<file path="src/rtl/palette_access_arbiter.sv">
// palette_access_arbiter
//   Time-shares the two 2Kx8 palette RAM halves (upper/lower byte) between
//   the video pixel fetch and 68000 CPU accesses, all in clk_sys.
//   Video fetches always own their slot. CPU writes are posted into a small
//   FIFO and drained in free cycles. CPU reads wait until the FIFO is empty,
//   so a read always sees every earlier write.
//
// Ports
//   clk_sys, nRESET        clock, asynchronous active-low reset
//   PIX_CE, CD, NCBLK      video slot strobe, colour index, composite blank (low)
//   CPU_REQ/WE/A/DIN       CPU request (level, held until CPU_ACK)
//   CPU_DOUT, CPU_ACK      read byte and one-cycle completion pulse
//   RAM_A, RAM_D           palette RAM address / write data (combinational)
//   RAM_WE_HI, RAM_WE_LO   per-half write enables
//   RAM_Q_HI, RAM_Q_LO     per-half read data, one cycle after RAM_A
//   COL, COL_VALID         registered {B,G,R} colour and its update pulse

module palette_access_arbiter #(
    parameter int FIFO_DEPTH = 4,
    parameter int AW         = 11
) (
    input  logic          clk_sys,
    input  logic          nRESET,
    input  logic          PIX_CE,
    input  logic [9:0]    CD,
    input  logic          NCBLK,
    input  logic          CPU_REQ,
    input  logic          CPU_WE,
    input  logic [11:0]   CPU_A,
    input  logic [7:0]    CPU_DIN,
    output logic [7:0]    CPU_DOUT,
    output logic          CPU_ACK,
    output logic [AW-1:0] RAM_A,
    output logic [7:0]    RAM_D,
    output logic          RAM_WE_HI,
    output logic          RAM_WE_LO,
    input  logic [7:0]    RAM_Q_HI,
    input  logic [7:0]    RAM_Q_LO,
    output logic [14:0]   COL,
    output logic          COL_VALID
);

    localparam int PW    = $clog2(FIFO_DEPTH);
    localparam int CNT_W = PW + 1;

    // Posted write entry: word address, byte select (1 = lower half), data.
    typedef struct packed {
        logic [AW-1:0] addr;
        logic          lo;
        logic [7:0]    data;
    } wr_entry_t;

    typedef enum logic [2:0] {
        IDLE,
        WR_ACK,
        RD_WAIT,
        RD_CAP,
        ACK
    } state_t;

    state_t state;

    // ------------------------------------------------------------------
    // Posted-write FIFO
    // ------------------------------------------------------------------
    wr_entry_t        fifo_mem [FIFO_DEPTH];
    logic [PW-1:0]    wr_ptr;
    logic [PW-1:0]    rd_ptr;
    logic [CNT_W-1:0] count;
    logic             full;
    logic             empty;
    logic             push;
    logic             pop;
    wr_entry_t        head;
    wr_entry_t        push_entry;

    // The count register already holds the post-update occupancy of the
    // previous cycle, so full/empty are simple decodes of it.
    assign full  = (count == CNT_W'(FIFO_DEPTH));
    assign empty = (count == '0);
    assign head  = fifo_mem[rd_ptr];

    assign push_entry.addr = AW'(CPU_A[11:1]);
    assign push_entry.lo   = CPU_A[0];
    assign push_entry.data = CPU_DIN;

    // Writes are accepted only from IDLE, which is revisited only after the
    // previous ACK, so a held request cannot be queued twice.
    assign push = (state == IDLE) && CPU_REQ && CPU_WE && !full;

    always_ff @(posedge clk_sys) begin
        if (push)
            fifo_mem[wr_ptr] <= push_entry;
    end

    always_ff @(posedge clk_sys or negedge nRESET) begin
        if (!nRESET) begin
            wr_ptr <= '0;
            rd_ptr <= '0;
            count  <= '0;
        end else begin
            // Power-of-two depth: pointers wrap by natural overflow.
            if (push) wr_ptr <= wr_ptr + 1'b1;
            if (pop)  rd_ptr <= rd_ptr + 1'b1;
            case ({push, pop})
                2'b10:   count <= count + 1'b1;
                2'b01:   count <= count - 1'b1;
                default: count <= count;
            endcase
        end
    end

    // ------------------------------------------------------------------
    // Slot arbitration: video > FIFO drain > CPU read > idle
    // ------------------------------------------------------------------
    logic video_slot;
    logic rd_issue;

    // A blanked pixel needs no RAM data, so its slot goes to the CPU side.
    assign video_slot = PIX_CE && NCBLK;
    assign pop        = !video_slot && !empty;
    assign rd_issue   = !video_slot && empty && (state == RD_WAIT);

    always_comb begin
        RAM_A     = '0;
        RAM_D     = '0;
        RAM_WE_HI = 1'b0;
        RAM_WE_LO = 1'b0;
        if (video_slot) begin
            RAM_A = AW'({1'b0, CD});
        end else if (pop) begin
            RAM_A     = head.addr;
            RAM_D     = head.data;
            RAM_WE_HI = !head.lo;
            RAM_WE_LO = head.lo;
        end else if (rd_issue) begin
            RAM_A = AW'(CPU_A[11:1]);
        end
    end

    // ------------------------------------------------------------------
    // CPU handshake FSM (registered CPU_ACK / CPU_DOUT)
    // ------------------------------------------------------------------
    always_ff @(posedge clk_sys or negedge nRESET) begin
        if (!nRESET) begin
            state    <= IDLE;
            CPU_ACK  <= 1'b0;
            CPU_DOUT <= '0;
        end else begin
            CPU_ACK <= 1'b0;
            case (state)
                IDLE: begin
                    if (CPU_REQ) begin
                        if (CPU_WE) begin
                            // Full FIFO: hold the request in IDLE until a drain frees space.
                            if (push) begin
                                state   <= WR_ACK;
                                CPU_ACK <= 1'b1;
                            end
                        end else begin
                            state <= RD_WAIT;
                        end
                    end
                end
                WR_ACK: state <= IDLE;
                RD_WAIT: begin
                    if (rd_issue)
                        state <= RD_CAP;
                end
                RD_CAP: begin
                    // RAM data for the address issued last cycle is on RAM_Q now.
                    CPU_DOUT <= CPU_A[0] ? RAM_Q_LO : RAM_Q_HI;
                    CPU_ACK  <= 1'b1;
                    state    <= ACK;
                end
                ACK:     state <= IDLE;
                default: state <= IDLE;
            endcase
        end
    end

    // ------------------------------------------------------------------
    // Video pipeline: slot at t, RAM data during t+1, COL valid in t+2
    // ------------------------------------------------------------------
    logic [1:0] vld_pipe;
    logic       blank_q;
    logic       unused_q_hi7;

    // Bit 7 of the upper half is not part of the 15-bit colour.
    assign unused_q_hi7 = RAM_Q_HI[7];
    assign COL_VALID    = vld_pipe[1];

    always_ff @(posedge clk_sys or negedge nRESET) begin
        if (!nRESET) begin
            vld_pipe <= '0;
            blank_q  <= 1'b0;
            COL      <= '0;
        end else begin
            vld_pipe <= {vld_pipe[0], PIX_CE};
            blank_q  <= !NCBLK;
            if (vld_pipe[0])
                COL <= blank_q ? 15'd0 : {RAM_Q_HI[6:0], RAM_Q_LO};
        end
    end

endmodule

</file>
<file path="config.mk">
export PLATFORM = sky130hd
export DESIGN_NAME = palette_access_arbiter
export DESIGN_NICKNAME = d
export VERILOG_FILES = /design/src/rtl/palette_access_arbiter.sv
export SDC_FILE = /design/constraint.sdc
export NUM_CORES = 1
export LEC_CHECK = 0
export BUFFER_PORTS_ARGS = -buffer_cell sky130_fd_sc_hd__clkbuf_2
export CORE_MARGIN = 8
export CORE_UTILIZATION = 39
export CTS_CLUSTER_DIAMETER = 40
export DETAILED_ROUTE_END_ITERATION = 8
export GPL_TIMING_DRIVEN = 1
export PLACE_DENSITY = 0.65
export SLEW_MARGIN = 20
export SYNTH_ARGS = -nofsm -noshare
export SYNTH_HDL_FRONTEND = slang
export SYNTH_SLANG_ARGS = --single-unit
</file>
<file path="constraint.sdc">
create_clock -name clk_sys -period 2.11 [get_ports clk_sys]
set_input_delay 0.211 -clock clk_sys [delete_from_list [all_inputs] [get_ports clk_sys]]
set_output_delay 0.211 -clock clk_sys [all_outputs]
set_load 0.03 [all_outputs]
</file>
* Word level (Yosys, flattened, before mapping)
Memory sizes are Yosys's and may differ from the RTL's.
Cells that the tools add are included.
W data, S select, Z words.
** Word-level totals
- Flip-flop bits (word level) :: 37
- Bits in writable memories :: 80
- Input bits :: 52
- Output and inout port bits :: 46
- Word-level logic and storage cells :: 60
- Memories :: 1
** Memory list
- fifo_mem :: depth 4, width 20, rd ports 1, clocked after memory_dff 0, wr ports 1, RTL line 66 : wr_entry_t fifo_mem [FIFO_DEPTH];
** Cells by class
- Add/sub/neg operators :: 4
- Equal/unequal tests :: 8
- Multiplexer cells :: 22
- Reductions and logical operators :: 16
** Operators by type and width (number)
- $mux W11 :: 3
- $mux W8 :: 3
- $mux W15 :: 1
- $mux W3 :: 4
- $pmux W3 S3 :: 1
- $mux W1 :: 8
- $logic_and A1 B1 Y1 :: 7
- $eq A3 B2 Y1 const B :: 2
- $logic_not A3 Y1 :: 2
- $pmux W3 S2 :: 1
- $logic_not A1 Y1 :: 5
- $add A2 B1 Y2 const B :: 2
- $ne A2 B2 Y1 const B :: 2
- $add A3 B1 Y3 const B :: 1
- $eq A3 B3 Y1 const B :: 1
- $ne A3 B3 Y1 const B :: 1
- $reduce_and A3 Y1 :: 1
- $sub A3 B1 Y3 const B :: 1
- $eq A2 B1 Y1 const B :: 1
- $eq A2 B2 Y1 const B :: 1
- $pmux W1 S2 :: 1
- $reduce_bool A2 Y1 :: 1

* Logic depth before layout (Yosys ltp)
- Word-level depth :: 8
- Depth in mapped cells :: 9
- Depth with buffers taken out :: 9

* Least setup slack after synthesis
Ideal clock, no wire load.
- Kind :: register -> register
- Start :: register state[0]
- End :: register count[2]
- Setup time :: 128 ps
- Arrival :: 1921 ps
- Setup slack :: 61 ps
- Stages on the path, launching flop included :: 10
- Buffers on the path :: 0
- Path through :: dfrtp_1 -> or2_4 -> a2111oi_4 -> inv_1 -> ha_1 -> inv_1 -> fa_1 -> xor2_1 -> nor2_1 -> xor2_1
** Between the ends
- Cells in the longest elaborated chain, start to end :: 6
- Elaborated cells between the ends (all ways) :: 8
- Those cells by class :: eq/ne (2); mux (1); reduce/logical (5)
** Ends and longest elaborated chain
- start, declared :: RTL line 61 : state_t state;
- start signal, assigned :: RTL line 146 : state <= IDLE;
- start signal, assigned :: RTL line 157 : state <= WR_ACK;
- start signal, assigned :: RTL line 161 : state <= RD_WAIT;
- $logic_not A3 Y1 * :: RTL line 89 : assign push = (state == IDLE) && CPU_REQ && CPU_WE && !full;
- $logic_and A1 B1 Y1 * (3 in a row) :: RTL line 89
- $eq A2 B1 Y1 or $eq A2 B2 Y1 (tied branches) :: RTL line 105 : case ({push, pop})
- $pmux W3 S2 or $reduce_bool A2 Y1 (tied branches)
- end signal, assigned :: RTL line 106 : 2'b10: count <= count + 1'b1;
- end signal, assigned :: RTL line 107 : 2'b01: count <= count - 1'b1;
- end signal, assigned :: RTL line 108 : default: count <= count;
- end, declared :: RTL line 69 : logic [CNT_W-1:0] count;
Mark *: on every way between the ends. The rest lies on a longest branch, timed or not.
A chain may end at the register's enable or synchronous reset.

* Final worst setup path
- Start :: register rd_ptr[0]
- End :: output port RAM_WE_LO
** Between the ends
- Cells in the longest elaborated chain, start to end :: 3
** Ends and longest elaborated chain
- start, declared :: RTL line 68 : logic [PW-1:0] rd_ptr;
- start signal, assigned :: RTL line 104 : if (pop) rd_ptr <= rd_ptr + 1'b1;
- $mem_v2 Z4 W20
- $mux W1 :: RTL line 131 : end else if (pop) begin
- $mux W1 :: RTL line 129 : if (video_slot) begin
- end, declared :: RTL line 36 : output logic RAM_WE_LO,
Every way passes these cells.

==> results_dict.tcl <==
set metrics [dict create \
    cap_violations 0 \
    dr.pass1.iters 4 \
    worst_slack_ps 7.925 \
    diodes 0 \
    root_buffer "clkbuf_16" \
    drive_gt1_share_pct 42.20 \
    final_core_util_pct 53.11 \
    clkLatencyLatePin_ps 400 \
    io-pin-count 98 \
    rr_endpoint "count[2]$_DFFE_PN0P_" \
    async_flop_share_pct 31.62 \
    report.final.slew_viol_count 0 \
    report.power.total_mw 9.220 \
    port_buffers 97 \
    grt_pass1_wl_um 18140 \
    die_w_um 127.7 \
    num_vias 3126 \
    critPathKind "flip-flop to output pin" \
    numCtsBuffers 17 \
    die_y_um 127.7 \
    synth_ff_type "edfxtp_1" \
    n_fill_cell 1056 \
    routabilityCongestion 0.7360 \
    num_rows 41 \
    rr_startpoint "count[1]$_DFFE_PN0P_" \
    hp-start "CPU_DIN[1]" \
    finClkSkew_ps 4.266 \
    final_hold_viol_count 0 \
    cp_data_required_time_ps 1900 \
    area_growth_pct 35.44 \
    p_int_mw 6.204 \
    dp_cells 590 \
    syn_area_per_cell_um2 15.03 \
    finalSetupViolations 0 \
    synth_compound_area_share_pct 3.418 \
    max_slew_margin_pct 42.81 \
    synth_top_family_by_area "multiplexers" \
    clockBufferDepth 2 \
    synth_nets 382 \
    crit_arrival_ps 1890 \
    synth_xor_area_share_pct 1.079 \
    worstHoldPathType "input port to flip-flop" \
    wl_per_cell_um 17.91 \
    synth_fa_ha_area_share_pct 1.696 \
    fin_cells 627 \
    via_per_inst 4.986 \
    gr-usage-all-layers_pct 14.71 \
    syn-instance-count 324 \
    status "finished, final reports clean" \
    ir_drop_uv 679.8 \
    leakage_nw 2.690 \
    seqPwrFrac_pct 33.1 \
    clock_power_share_pct 30.0 \
    hpwlAfterDp_um 7482 \
    ys_types 28 \
    grt_pass1_vias 3389 \
    critPathLaunch "rd_ptr[0]$_DFFE_PN0N_" \
    gr-total-overflow 0 \
    ys.warnings.count 0 \
    pwr-share-comb_pct 36.8 \
    holdPathStages 1 \
    initialDrtViolationCount 250 \
    ys_seq_elements 117 \
    worstMarginPinSlew_ps 857.8 \
    synthSimpleGateAreaFrac_pct 10.54 \
    r2r.worst_path.cells 9 \
    htreeDepth 4 \
    post-route-min-period_ps 2102 \
    cts_sinks 117 \
    core_um2 12410 \
    final_antenna_net_count 0 \
    synth_edf_count 80 \
    cp_max_fo 7 \
    synth_area_um2 4868 \
    drcViolationCount 0 \
    initial_core_util_pct 39.22 \
    period_share_pct 99.62 \
    power.density_nw_per_um2 1398 \
    final_nets 501 \
    rsz0062_at_grt "yes" \
    antenna_found_initial 0 \
    swShare_pct 32.72 \
    cts.clk_slew.worst_paths_ps 50 \
    dpl_worst_slack_ps 118.1 \
    synth_mux_area_share_pct 11.41 \
    cp-start-kind "flip-flop" \
    clock.fmax_mhz 475.7 \
    grt_max_degree 33 \
    switching_power_mw 3.016 \
    whs_endpoint "fifo_mem[2][1]$_DFFE_PP_" \
    cts_tree "built" \
    critPathCaptureType "output pin" \
    final_cell_mix "edfxtp_1 (80), clkbuf_2 (76), dfrtp_1 (32), inv_1 (24), nand2_1 (24)" \
    wl_um 11230 \
    final_common_cell "edfxtp_1" \
    die-area_um2 16310 \
    yosysSeqAreaShare_pct 68.36 \
    reg2reg_slack_ps 110 \
]
## worst max-delay path by stage
stage / end / cells after the start
after floorplan: count[2]$_DFFE_PN0P_ / 9
after global placement: count[2]$_DFFE_PN0P_ / 9
after detailed placement: count[2]$_DFFE_PN0P_ / 9
after CTS: RAM_A[2] / 6
after global routing: RAM_WE_LO / 4
final: RAM_WE_LO / 4
## critical path, stage by stage, from the launching register on
cell	delay (ps)
dfrtp_2	440
buf_12	160
mux4_2	540
and3_4	220
buf_8	130
## registers in the layout, indices dropped and copies added, names as in the netlist
| signal | flops |
|---|---|
| COL | 15 |
| CPU_ACK | 1 |
| CPU_DOUT | 8 |
| blank_q | 1 |
| count | 3 |
| fifo_mem | 80 |
| rd_ptr | 2 |
| state | 3 |
| vld_pipe | 2 |
| wr_ptr | 2 |
## kinds of logic after synthesis
family | after synthesis
simple gates | 94
mux | 30
buf+inv | 43
xor+xnor | 6
flops | 117
fa+ha+maj | 6
compound gates | 28
## synth_stat cells (2+ instances only)
master / number / area [um^2]
a21oi_1: 2 / 10.01
and2_1: 5 / 31.28
and3_1: 9 / 56.30
buf_1: 3 / 11.26
buf_4: 2 / 15.01
clkbuf_1: 12 / 45.04
dfrtp_1: 37 / 925.9
edfxtp_1: 80 / 2402
ha_1: 5 / 62.56
inv_1: 25 / 93.84
mux2i_1: 9 / 90.09
mux4_2: 20 / 450.4
nand2_1: 24 / 90.09
nand3_1: 22 / 110.1
nand3b_1: 16 / 120.1
nand4_1: 10 / 62.56
nor2_1: 5 / 18.77
o21ai_0: 24 / 120.1
xnor2_1: 4 / 35.03
xor2_1: 2 / 17.52
## layer usage
layer	up-vias	routed length, um	GRT usage (%)
met5	-	0	0
met1	1561	4624	17.44
met3	9	938	6.115
li1	1439	-	-
met4	0	81	5.455
met2	117	5583	23.49
## power groups by stage
stage	Clock, mW	Sequential, mW	Combinational [mW]
after global routing	2.92	3.10	3.66
after detailed placement	0	3.05	2.84
final	2.77	3.05	3.40
after floorplan	0	3.20	1.78
after CTS	2.83	3.05	3.25
after global placement	0	3.04	2.79
## timing repair
action / 4_1_cts / 5_1_grt
hold buffers: 3 / 0
pin swaps: 1 / 3
cloned: 1 / 0
setup buffers: 2 / 1
endpoints found under the hold margin: 16 / 0
resized for setup: 39 / 55
endpoints found under the setup margin: 21 / 23
## area by class of cell
| cell class | instances | area, um^2 | share of cell area [%] |
|---|---|---|---|
| Timing Repair Buffer | 118 | 894.6 | 13.57 |
| Multi-Input combinational cell | 164 | 1484 | 22.50 |
| Clock buffer | 20 | 436.7 | 6.622 |
| Clock inverter | 11 | 135.1 | 2.049 |
| Tap cell | 172 | 215.2 | 3.264 |
| Sequential cell | 117 | 3334 | 50.57 |
| Inverter | 25 | 93.84 | 1.423 |
## metrics by stage
stage	hold WS, ps	TNS [ps]	area (um^2)
2_1_floorplan	-84.59	0	4868
3_3_place_gp	143.9	0	5674
3_5_place_dp	144.7	0	5674
4_1_cts	4.681	-226.3	6484
5_1_grt	21.69	-175.3	6594
6_report	28.38	0	6594
No activity file was read; power rests on OpenSTA's default activity.
